### config.mk
export PLATFORM = sky130hd
export DESIGN_NAME = intc_cpu_req
export DESIGN_NICKNAME = d
export VERILOG_FILES = /design/src/rtl/intc_pkg.sv /design/src/rtl/intc_pri_gt.sv /design/src/rtl/intc_cpu_req.sv
export SDC_FILE = /design/constraint.sdc
export NUM_CORES = 1
export LEC_CHECK = 0
export CAP_MARGIN = 25
export CORE_UTILIZATION = 46
export DETAILED_ROUTE_END_ITERATION = 10
export GPL_TIMING_DRIVEN = 0
export PLACE_DENSITY = 0.86
export SLEW_MARGIN = 20
export SYNTH_ARGS = -nofsm -noshare
export SYNTH_HDL_FRONTEND = slang
export SYNTH_SLANG_ARGS = --single-unit
### constraint.sdc
create_clock -name clk -period 4.3 [get_ports clk]
set_clock_uncertainty 0.05 [all_clocks]
set_input_delay 0.645 -clock clk [delete_from_list [all_inputs] [get_ports clk]]
set_output_delay 0.645 -clock clk [all_outputs]
set_load 0.01 [all_outputs]
### src/rtl/intc_pkg.sv
// Shared definitions for the interrupt controller: request-stage states,
// vector width and priority-field extraction for the default word layout.
package intc_pkg;

    localparam int INTC_VEC_W  = 8;
    localparam int INTC_PRI_DW = 4;
    localparam int INTC_DW     = INTC_PRI_DW + INTC_VEC_W;

    typedef enum logic [1:0] {
        INTC_ST_IDLE = 2'd0,
        INTC_ST_REQ  = 2'd1,
        INTC_ST_CLR  = 2'd2,
        INTC_ST_GAP  = 2'd3
    } intc_req_st_e;

    function automatic logic [INTC_PRI_DW-1:0] intc_pri(input logic [INTC_DW-1:0] word);
        return word[INTC_DW-1:INTC_VEC_W];
    endfunction

endpackage

### src/rtl/intc_pri_gt.sv
// Unsigned strict greater-than on priority fields; shared with the selection tree.
module intc_pri_gt #(
    parameter int PRI_DW = 4
) (
    input  logic [PRI_DW-1:0] a_i,
    input  logic [PRI_DW-1:0] b_i,
    output logic              gt_o
);

    assign gt_o = (a_i > b_i);

endmodule

### src/rtl/intc_cpu_req.sv
// Per-CPU interrupt request stage: qualifies the tree winner against the mask,
// presents a registered request, pulses a source clear on ack, then waits a guard gap.
module intc_cpu_req
    import intc_pkg::*;
#(
    parameter int DW      = 12,
    parameter int PRI_DW  = 4,
    parameter int CLR_GAP = 2
) (
    input  logic                  clk,
    input  logic                  rst_n,
    input  logic [DW-1:0]         win_i,
    input  logic                  win_vld_i,
    input  logic [PRI_DW-1:0]     imask_i,
    input  logic                  int_ack_i,
    output logic                  int_req_o,
    output logic [PRI_DW-1:0]     int_pri_o,
    output logic [INTC_VEC_W-1:0] int_vec_o,
    output logic                  clr_o,
    output logic [INTC_VEC_W-1:0] clr_vec_o
);

    // Handshake: int_req_o is held high until the cycle the CPU raises int_ack_i;
    // that cycle is the transfer, and the CPU samples int_vec_o in it.

    // Keep the counter at least one bit wide so CLR_GAP = 0 still elaborates.
    localparam int CNT_W = (CLR_GAP > 0) ? $clog2(CLR_GAP + 1) : 1;
    localparam logic [CNT_W-1:0] GAP_LOAD = (CLR_GAP > 0) ? CNT_W'(CLR_GAP - 1) : '0;

    intc_req_st_e            state_q, state_d;
    logic [PRI_DW-1:0]       pri_q, pri_d;
    logic [INTC_VEC_W-1:0]   vec_q, vec_d;
    logic [INTC_VEC_W-1:0]   clr_vec_q, clr_vec_d;
    logic [CNT_W-1:0]        cnt_q, cnt_d;
    logic                    pri_gt;
    logic                    q;

    intc_pri_gt #(.PRI_DW(PRI_DW)) u_pri_gt (
        .a_i  (win_i[DW-1:INTC_VEC_W]),
        .b_i  (imask_i),
        .gt_o (pri_gt)
    );

    assign q = win_vld_i & pri_gt;

    always_comb begin
        state_d   = state_q;
        pri_d     = pri_q;
        vec_d     = vec_q;
        clr_vec_d = clr_vec_q;
        cnt_d     = cnt_q;
        case (state_q)
            INTC_ST_IDLE: begin
                if (q) begin
                    pri_d   = win_i[DW-1:INTC_VEC_W];
                    vec_d   = win_i[INTC_VEC_W-1:0];
                    state_d = INTC_ST_REQ;
                end
            end
            INTC_ST_REQ: begin
                // Ack wins over tracking and withdrawal at the same edge.
                if (int_ack_i) begin
                    clr_vec_d = vec_q;
                    state_d   = INTC_ST_CLR;
                end else if (q) begin
                    pri_d = win_i[DW-1:INTC_VEC_W];
                    vec_d = win_i[INTC_VEC_W-1:0];
                end else begin
                    state_d = INTC_ST_IDLE;
                end
            end
            INTC_ST_CLR: begin
                if (CLR_GAP == 0) begin
                    state_d = INTC_ST_IDLE;
                end else begin
                    cnt_d   = GAP_LOAD;
                    state_d = INTC_ST_GAP;
                end
            end
            INTC_ST_GAP: begin
                if (cnt_q == '0) begin
                    state_d = INTC_ST_IDLE;
                end else begin
                    cnt_d = cnt_q - CNT_W'(1);
                end
            end
            default: state_d = INTC_ST_IDLE;
        endcase
    end

    always_ff @(posedge clk or negedge rst_n) begin
        if (!rst_n) begin
            state_q   <= INTC_ST_IDLE;
            pri_q     <= '0;
            vec_q     <= '0;
            clr_vec_q <= '0;
            cnt_q     <= '0;
        end else begin
            state_q   <= state_d;
            pri_q     <= pri_d;
            vec_q     <= vec_d;
            clr_vec_q <= clr_vec_d;
            cnt_q     <= cnt_d;
        end
    end

    assign int_req_o = (state_q == INTC_ST_REQ);
    assign clr_o     = (state_q == INTC_ST_CLR);
    assign int_pri_o = pri_q;
    assign int_vec_o = vec_q;
    assign clr_vec_o = clr_vec_q;

endmodule

==> impl_results.md, run 1 <==
- Count leader, synth: dfrtp_1
- Worst slew margin: 64.8%
- Period utilization: 53.4%
- Asr flop ratio synth: 100%
- First-pass GRT wire length: 3540 µm
- GRT Total Usage: 19.1%
- Net Count, Synth: 103
- Full die area: 2560 µm²
- Vias per cell: 5.03
- IO Pins: 42
- Slowest-stage cell, CP: clkdlybuf4s50_1
- Fraction of layout cells with a size suffix above 1: 24.4%
- Startpoint Class: input port
- Layout net count: 149
- Run status: complete, no violations
- Critical-path cell list: clkdlybuf4s50_1 -> inv_1 -> ha_1 -> nand4_1 -> nand4b_1 -> a21oi_2 -> buf_6 -> mux2_4
- Average size of a mapped cell: 13.9 µm²
- Final instance area: 1560 µm²
- DRT iter0 DRCs: 7
- Vias in the first global route: 819
- Drt drc: 0
- Fill count: 165
- Leak: 0.698 nW
- Hold Fails Final Rpt: 0
- Mapped cell area: 1090 µm²
- Die height: 50.6 µm
- Worst r2r dst: int_vec_o[3]
- Synth top area share: 55.3%
- Clock transition at path regs: 0.13 ns
- Final Max Tran Viols: 0
- DR vias: 759
- Die Width: 50.6 µm
- Max H-tree Level: 1
- Synth Instances: 78
- N_diodes: 0
- Routed len/inst: 13.7 µm
- Critical Path End: int_vec_o[3]
- Maximum VDD drop: 0.454 mV
- Fin Setup TNS: 0 ns
- Min Tclk post-route: 2.29 ns
- Placement Rows: 17
- CTS Hold Bufs: 0
- Total grt overflow: 0
- Num Clock Sinks: 24
- Setup violators final: 0
- Placed inst area: 1530 µm²
- Synth cell count leaders: dfrtp_1, mux2_2, mux2_4
- Reg2Reg Depth: 4
- Total of max-cap violations: 0
- Fmax: 436 MHz
- Worst Tran Pin Value: 0.529 ns
- FF-to-FF setup slack: 2.69 ns
- Routed Antenna Nets: 0
- Slowest cell delay on critical path: 0.49 ns
- Worst Path Required: 4.46 ns
- Unique masters post-synth: 21
- Hold WS: 0.234 ns
- Critical path arrival: 2.46 ns
- Synth warn: 0
- Initial antenna violation count: 0
- Area leader, netlist: dfrtp_1
- CTS resizes: 0
- Critical path origin: win_i[8]
- EDFF count, synth: 0
- CTS tree: yes
- PD cells: 670 nW/µm²
- Core area: 2210 µm²
- Clock latency on the worst-skew pair: 0.31 ns
- Main synth FF type: dfrtp_1
- TritonRoute pass-1 iters: 4
- Root Driver: clkbuf_4
- Max clock buf depth: 2
- Final GP Congestion: 0.813
- Largest net degree at the start of global routing: 25
- RSZ-0062 raised after global routing: false
- CTS Buf Count: 3
- Routed WL: 2060 µm
- Crit path kind: input port to flip-flop
- Starting Density: 49.1%
- HP Class: input port to asynchronous set/reset pin
- Detailed Place HPWL: 1570 µm
- Area contributors post-synth: dfrtp_1, mux2_4, mux2_2
- Setup crit end kind: flip-flop
- Input/output buffers: 41
- CP Max Fanout: 10
- Post-synthesis sequential area ratio: 55.3%
- Setup Buffers After CTS: 0
- P&R area growth vs syn: 43.9%
- Yosys reg bits: 24
==> area by class of cell <==
type / instances / area [µm²] / share of cell area [%]
flip-flops and latches: 24 / 601 / 38.4
multi-input cells: 45 / 444 / 28.4
repair buffers: 41 / 405 / 25.9
clock buffers: 4 / 36.3 / 2.32
well taps: 28 / 35.0 / 2.24
inverters: 8 / 30.0 / 1.92
plain buffers: 1 / 11.3 / 0.721
==> where the power goes <==
group          switching, W  internal (W)
combinational      0.000182      0.000334
clock             0.0000668     0.0000518
sequential        0.0000755      0.000337
total              0.000325      0.000722
==> layout by cell type, fill, tap and decap left out <==
| cell type | count |
|---|---|
| ha_1 | 5 |
| mux2_2 | 11 |
| nand4b_1 | 1 |
| o21ai_0 | 2 |
| a21oi_1 | 3 |
| nor2_1 | 2 |
| nand3_1 | 1 |
| buf_6 | 1 |
| nor3b_1 | 1 |
| o211ai_2 | 1 |
| o22ai_1 | 1 |
| a21oi_2 | 1 |
| dfrtp_1 | 24 |
| nand4_1 | 1 |
| nand2b_1 | 1 |
| nand2_2 | 1 |
| nor2b_2 | 1 |
| inv_1 | 8 |
| nor2b_1 | 1 |
| nand2_1 | 2 |
| clkbuf_4 | 3 |
| buf_2 | 1 |
| clkbuf_8 | 1 |
| mux2_4 | 9 |
| clkdlybuf4s50_1 | 40 |
==> worst min-delay path by stage <==
| stage | depth (start not counted) | from | endpoint |
|---|---|---|---|
| 2_1_floorplan | 0 | rst_n | asynchronous set/reset pin |
| 3_3_place_gp | 1 | clr_vec_o[1] | clr_vec_o[1] |
| 3_5_place_dp | 1 | clr_vec_o[1] | clr_vec_o[1] |
| 4_1_cts | 1 | state_q[0] | cnt_q[0] |
| 5_1_grt | 1 | rst_n | clr_vec_o[6] |
| 6_report | 1 | rst_n | clr_vec_o[5] |
==> kinds of logic after synthesis <==
family / count (synthesis) / share of synthesized area, %
flops: 24 / 55.3
mux: 20 / 23.8
buf+inv: 9 / 3.80
simple gates: 12 / 6.45
compound gates: 8 / 4.84
fa+ha+maj: 5 / 5.76
==> flip-flops by register name, summed over array words and instances (netlist names), named ones only <==
register,count
int_pri_o,4
cnt_q,2
int_vec_o,8
clr_vec_o,8
state_q,1
==> metal layers <==
metal | routed length (µm) | global-route usage [%]
met5 | 0 | 0
met4 | 33 | 7.87
met3 | 144 | 6.36
met2 | 1020 | 30.7
met1 | 865 | 23.4
==> stage by stage <==
step                cells  utilization [%]  total power, W  setup slack (ns)
finish                151             70.6         0.00105              2.01
global route          151             70.6         0.00112              1.91
CTS                   151             70.9         0.00106              2.00
detailed placement    147             69.2        0.000939              1.64
global placement      147             69.2        0.000919              1.67
floorplan              78                -        0.000663              2.27
==> worst max-delay path: cells and delay by family <==
family	cells	cell delay (ns)
adders and majority gates	1	0.28
buffers and inverters	3	0.77
AOI/OAI and AO/OA	1	0.24
muxes	1	0.31
and+or+nand+nor	2	0.21
(Power assumes the default switching activity.)
==> inputs of run 2 (changes only) <==
--- a/config.mk
+++ b/config.mk
@@ -6,10 +6,10 @@
 export NUM_CORES = 1
 export LEC_CHECK = 0
 export CAP_MARGIN = 25
-export CORE_UTILIZATION = 46
+export CORE_UTILIZATION = 42
 export DETAILED_ROUTE_END_ITERATION = 10
 export GPL_TIMING_DRIVEN = 0
-export PLACE_DENSITY = 0.86
+export PLACE_DENSITY = 0.79
 export SLEW_MARGIN = 20
 export SYNTH_ARGS = -nofsm -noshare
 export SYNTH_HDL_FRONTEND = slang
==> constraint.sdc (replaced) <==
create_clock -name clk -period 2.32 [get_ports clk]
set_clock_uncertainty 0.05 [all_clocks]
set_input_delay 0.348 -clock clk [delete_from_list [all_inputs] [get_ports clk]]
set_output_delay 0.348 -clock clk [all_outputs]
set_load 0.01 [all_outputs]
==> run 2 against run 1 <==
Against the previous run:
- via count is 1.4% lower
- global-route usage is 1.3 points lower
- total power is 85% higher
- non-clock buffer count is 1 higher
- clock-buffer cell count stayed put
- register-to-register slack worse by 2.0 ns
==> impl_results.md, run 2 (synthesis gave the netlist of run 1 again) <==
- Most common cell after layout, fill and taps aside: clkdlybuf4s50_1 (unchanged)
- Startpoint Class: input port (unchanged)
- DRT iter0 DRCs: 6 (was 7)
- Detailed Place HPWL: 1580 µm (was 1570 µm)
- Placement Rows: 18 (was 17)
- Setup violators final: 0 (unchanged)
- PD cells: 1230 nW/µm² (was 670 nW/µm²)
- Worst Path Required: 2.48 ns (was 4.46 ns)
- Final Max Tran Viols: 0 (unchanged)
- Final Non-Filler Cells: 154 (was 151)
- TritonRoute pass-1 iters: 4 (unchanged)
- Worst r2r dst: int_vec_o[6] (was int_vec_o[3])
- Largest net degree at the start of global routing: 25 (unchanged)
- Routed WL: 2110 µm (was 2060 µm)
- Buf+Inv Stages, Crit Path: 3 (unchanged)
- Final GP Congestion: 0.621 (was 0.813)
- Die Width: 52.9 µm (was 50.6 µm)
- Core area: 2450 µm² (was 2210 µm²)
- Worst slew margin: 65.5% (was 64.8%)
- Period utilization: 86.3%
- Placed cells: 149 (was 147)
- Vias per cell: 4.86 (was 5.03)
- Max clock buf depth: 2 (unchanged)
- Critical-path cell list: clkdlybuf4s50_1 -> inv_1 -> ha_1 -> nand4_1 -> nand4b_1 -> a21oi_2 -> buf_6 -> mux2_4 (unchanged)
- DR vias: 748 (was 759)
- Critical path origin: imask_i[3] (was win_i[8])
- Clock latency on the worst-skew pair: 0.31 ns (about the same)
- Worst Tran Pin Value: 0.517 ns (was 0.529 ns)
- CTS Buf Count: 3 (unchanged)
- Slowest-stage cell, CP: clkdlybuf4s50_1 (unchanged)
- Total grt overflow: 0 (unchanged)
- Setup crit end kind: flip-flop (unchanged)
- IO Pins: 42 (unchanged)
- Slowest cell delay on critical path: 0.46 ns (was 0.49 ns)
- Root Driver: clkbuf_4 (unchanged)
- Most frequent cells in the layout: clkdlybuf4s50_1, dfrtp_1, mux2_2 (unchanged)
- Layout net count: 150 (was 149)
- HP Class: input port to asynchronous set/reset pin (unchanged)
- Drt drc: 0 (unchanged)
- Run status: complete, no violations (unchanged)
- CP Max Fanout: 10 (unchanged)
- First-pass GRT wire length: 3410 µm (was 3540 µm)
- FF-to-FF setup slack: 0.73 ns (was 2.69 ns)
- GRT Total Usage: 17.7% (was 19.1%)
- CTS tree: yes (unchanged)
- Fin Setup TNS: 0 ns (unchanged)
- Fill count: 197 (was 165)
- Setup WS post-layout: 0.317 ns (was 2.01 ns)
- Total of max-cap violations: 0 (unchanged)
- Min Tclk post-route: 2.00 ns
- Critical path arrival: 2.17 ns (was 2.46 ns)
- CP top delay family: buffers and inverters (unchanged)
- P&R area growth vs syn: 45.0% (was 43.9%)
- Multi-input logic area: 444 µm² (unchanged)
- Hold Fails Final Rpt: 0 (unchanged)
- Die height: 52.9 µm (was 50.6 µm)
- Fraction of layout cells with a size suffix above 1: 24.2% (was 24.4%)
- Vias in the first global route: 785 (was 819)
- Initial antenna violation count: 0 (unchanged)
- Post-Place Setup Slack: -0.0561 ns (was 1.64 ns)
- Routed Antenna Nets: 0 (unchanged)
- Starting Density: 44.2% (was 49.1%)
- Crit path kind: input port to flip-flop (unchanged)
- Routed len/inst: 13.7 µm (about the same)
- Clock transition at path regs: 0.12 ns (was 0.13 ns)
- CTS resizes: 0 (unchanged)
- Input/output buffers: 41 (unchanged)
- Leak: 0.702 nW (was 0.698 nW)
- Full die area: 2790 µm² (was 2560 µm²)
- Max H-tree Level: 1 (unchanged)
- Maximum VDD drop: 0.719 mV (was 0.454 mV)
- RSZ-0062 raised after global routing: false (unchanged)
- Num Clock Sinks: 24 (unchanged)
- Reg2Reg Depth: 4 (unchanged)
- Fmax: 499 MHz
- Register area: 601 µm² (unchanged)
- N_diodes: 0 (unchanged)
## run 2: changes by cell type in the layout (fill, tap and decap cells not counted)
cell | previous run | this run
dlygate4sd3_1 | 0 | 1
## run 2: cell type report
class                           instances  share of cell area (%)
Sequential cell                        24                    38.1
Multi-Input combinational cell         45                    28.2
Timing Repair Buffer                   42                    26.4
Tap cell                               30                    2.38
Clock buffer                            4                    2.30
Inverter                                8                    1.91
Buffer                                  1                   0.715
## run 2: through the flow
step                      util (%)  hold slack (ns)  total power [W]  area, µm²
after floorplan                  -          0.00241          0.00123       1090
after global placement        62.5            0.435          0.00170       1530
after detailed placement      62.5            0.444          0.00174       1530
after CTS                     64.0            0.478          0.00197       1570
after global routing          64.2            0.485          0.00207       1580
final                         64.2            0.468          0.00194       1580
## run 2: where the power goes
part / total, W / switching [W] / leakage, nW / internal (W)
Clock: 0.000216 / 0.000120 / 0.0210 / 0.0000960
Combinational: 0.000954 / 0.000335 / 0.394 / 0.000619
Sequential: 0.000769 / 0.000144 / 0.287 / 0.000625
## run 2: how the worst max path moves through the flow
stage | cells after the start | endpoint
final | 8 | int_vec_o[6]
after CTS | 8 | int_vec_o[6]
after global placement | 8 | int_vec_o[1]
after floorplan | 7 | int_pri_o[3]
after global routing | 8 | int_vec_o[5]
after detailed placement | 8 | int_vec_o[6]
## run 2: per-layer routing
layer / vias to the layer above / GRT usage [%] / wire [µm]
met5: - / 0 / 0
met4: 0 / 10.5 / 46
met3: 5 / 4.31 / 155
met2: 31 / 27.8 / 1020
met1: 351 / 22.0 / 884
li1: 361 / - / -
## run 2: timing repair
item	in CTS	in global routing
endpoints found under the hold margin	0	24
setup buffers	0	0
hold buffers	0	1
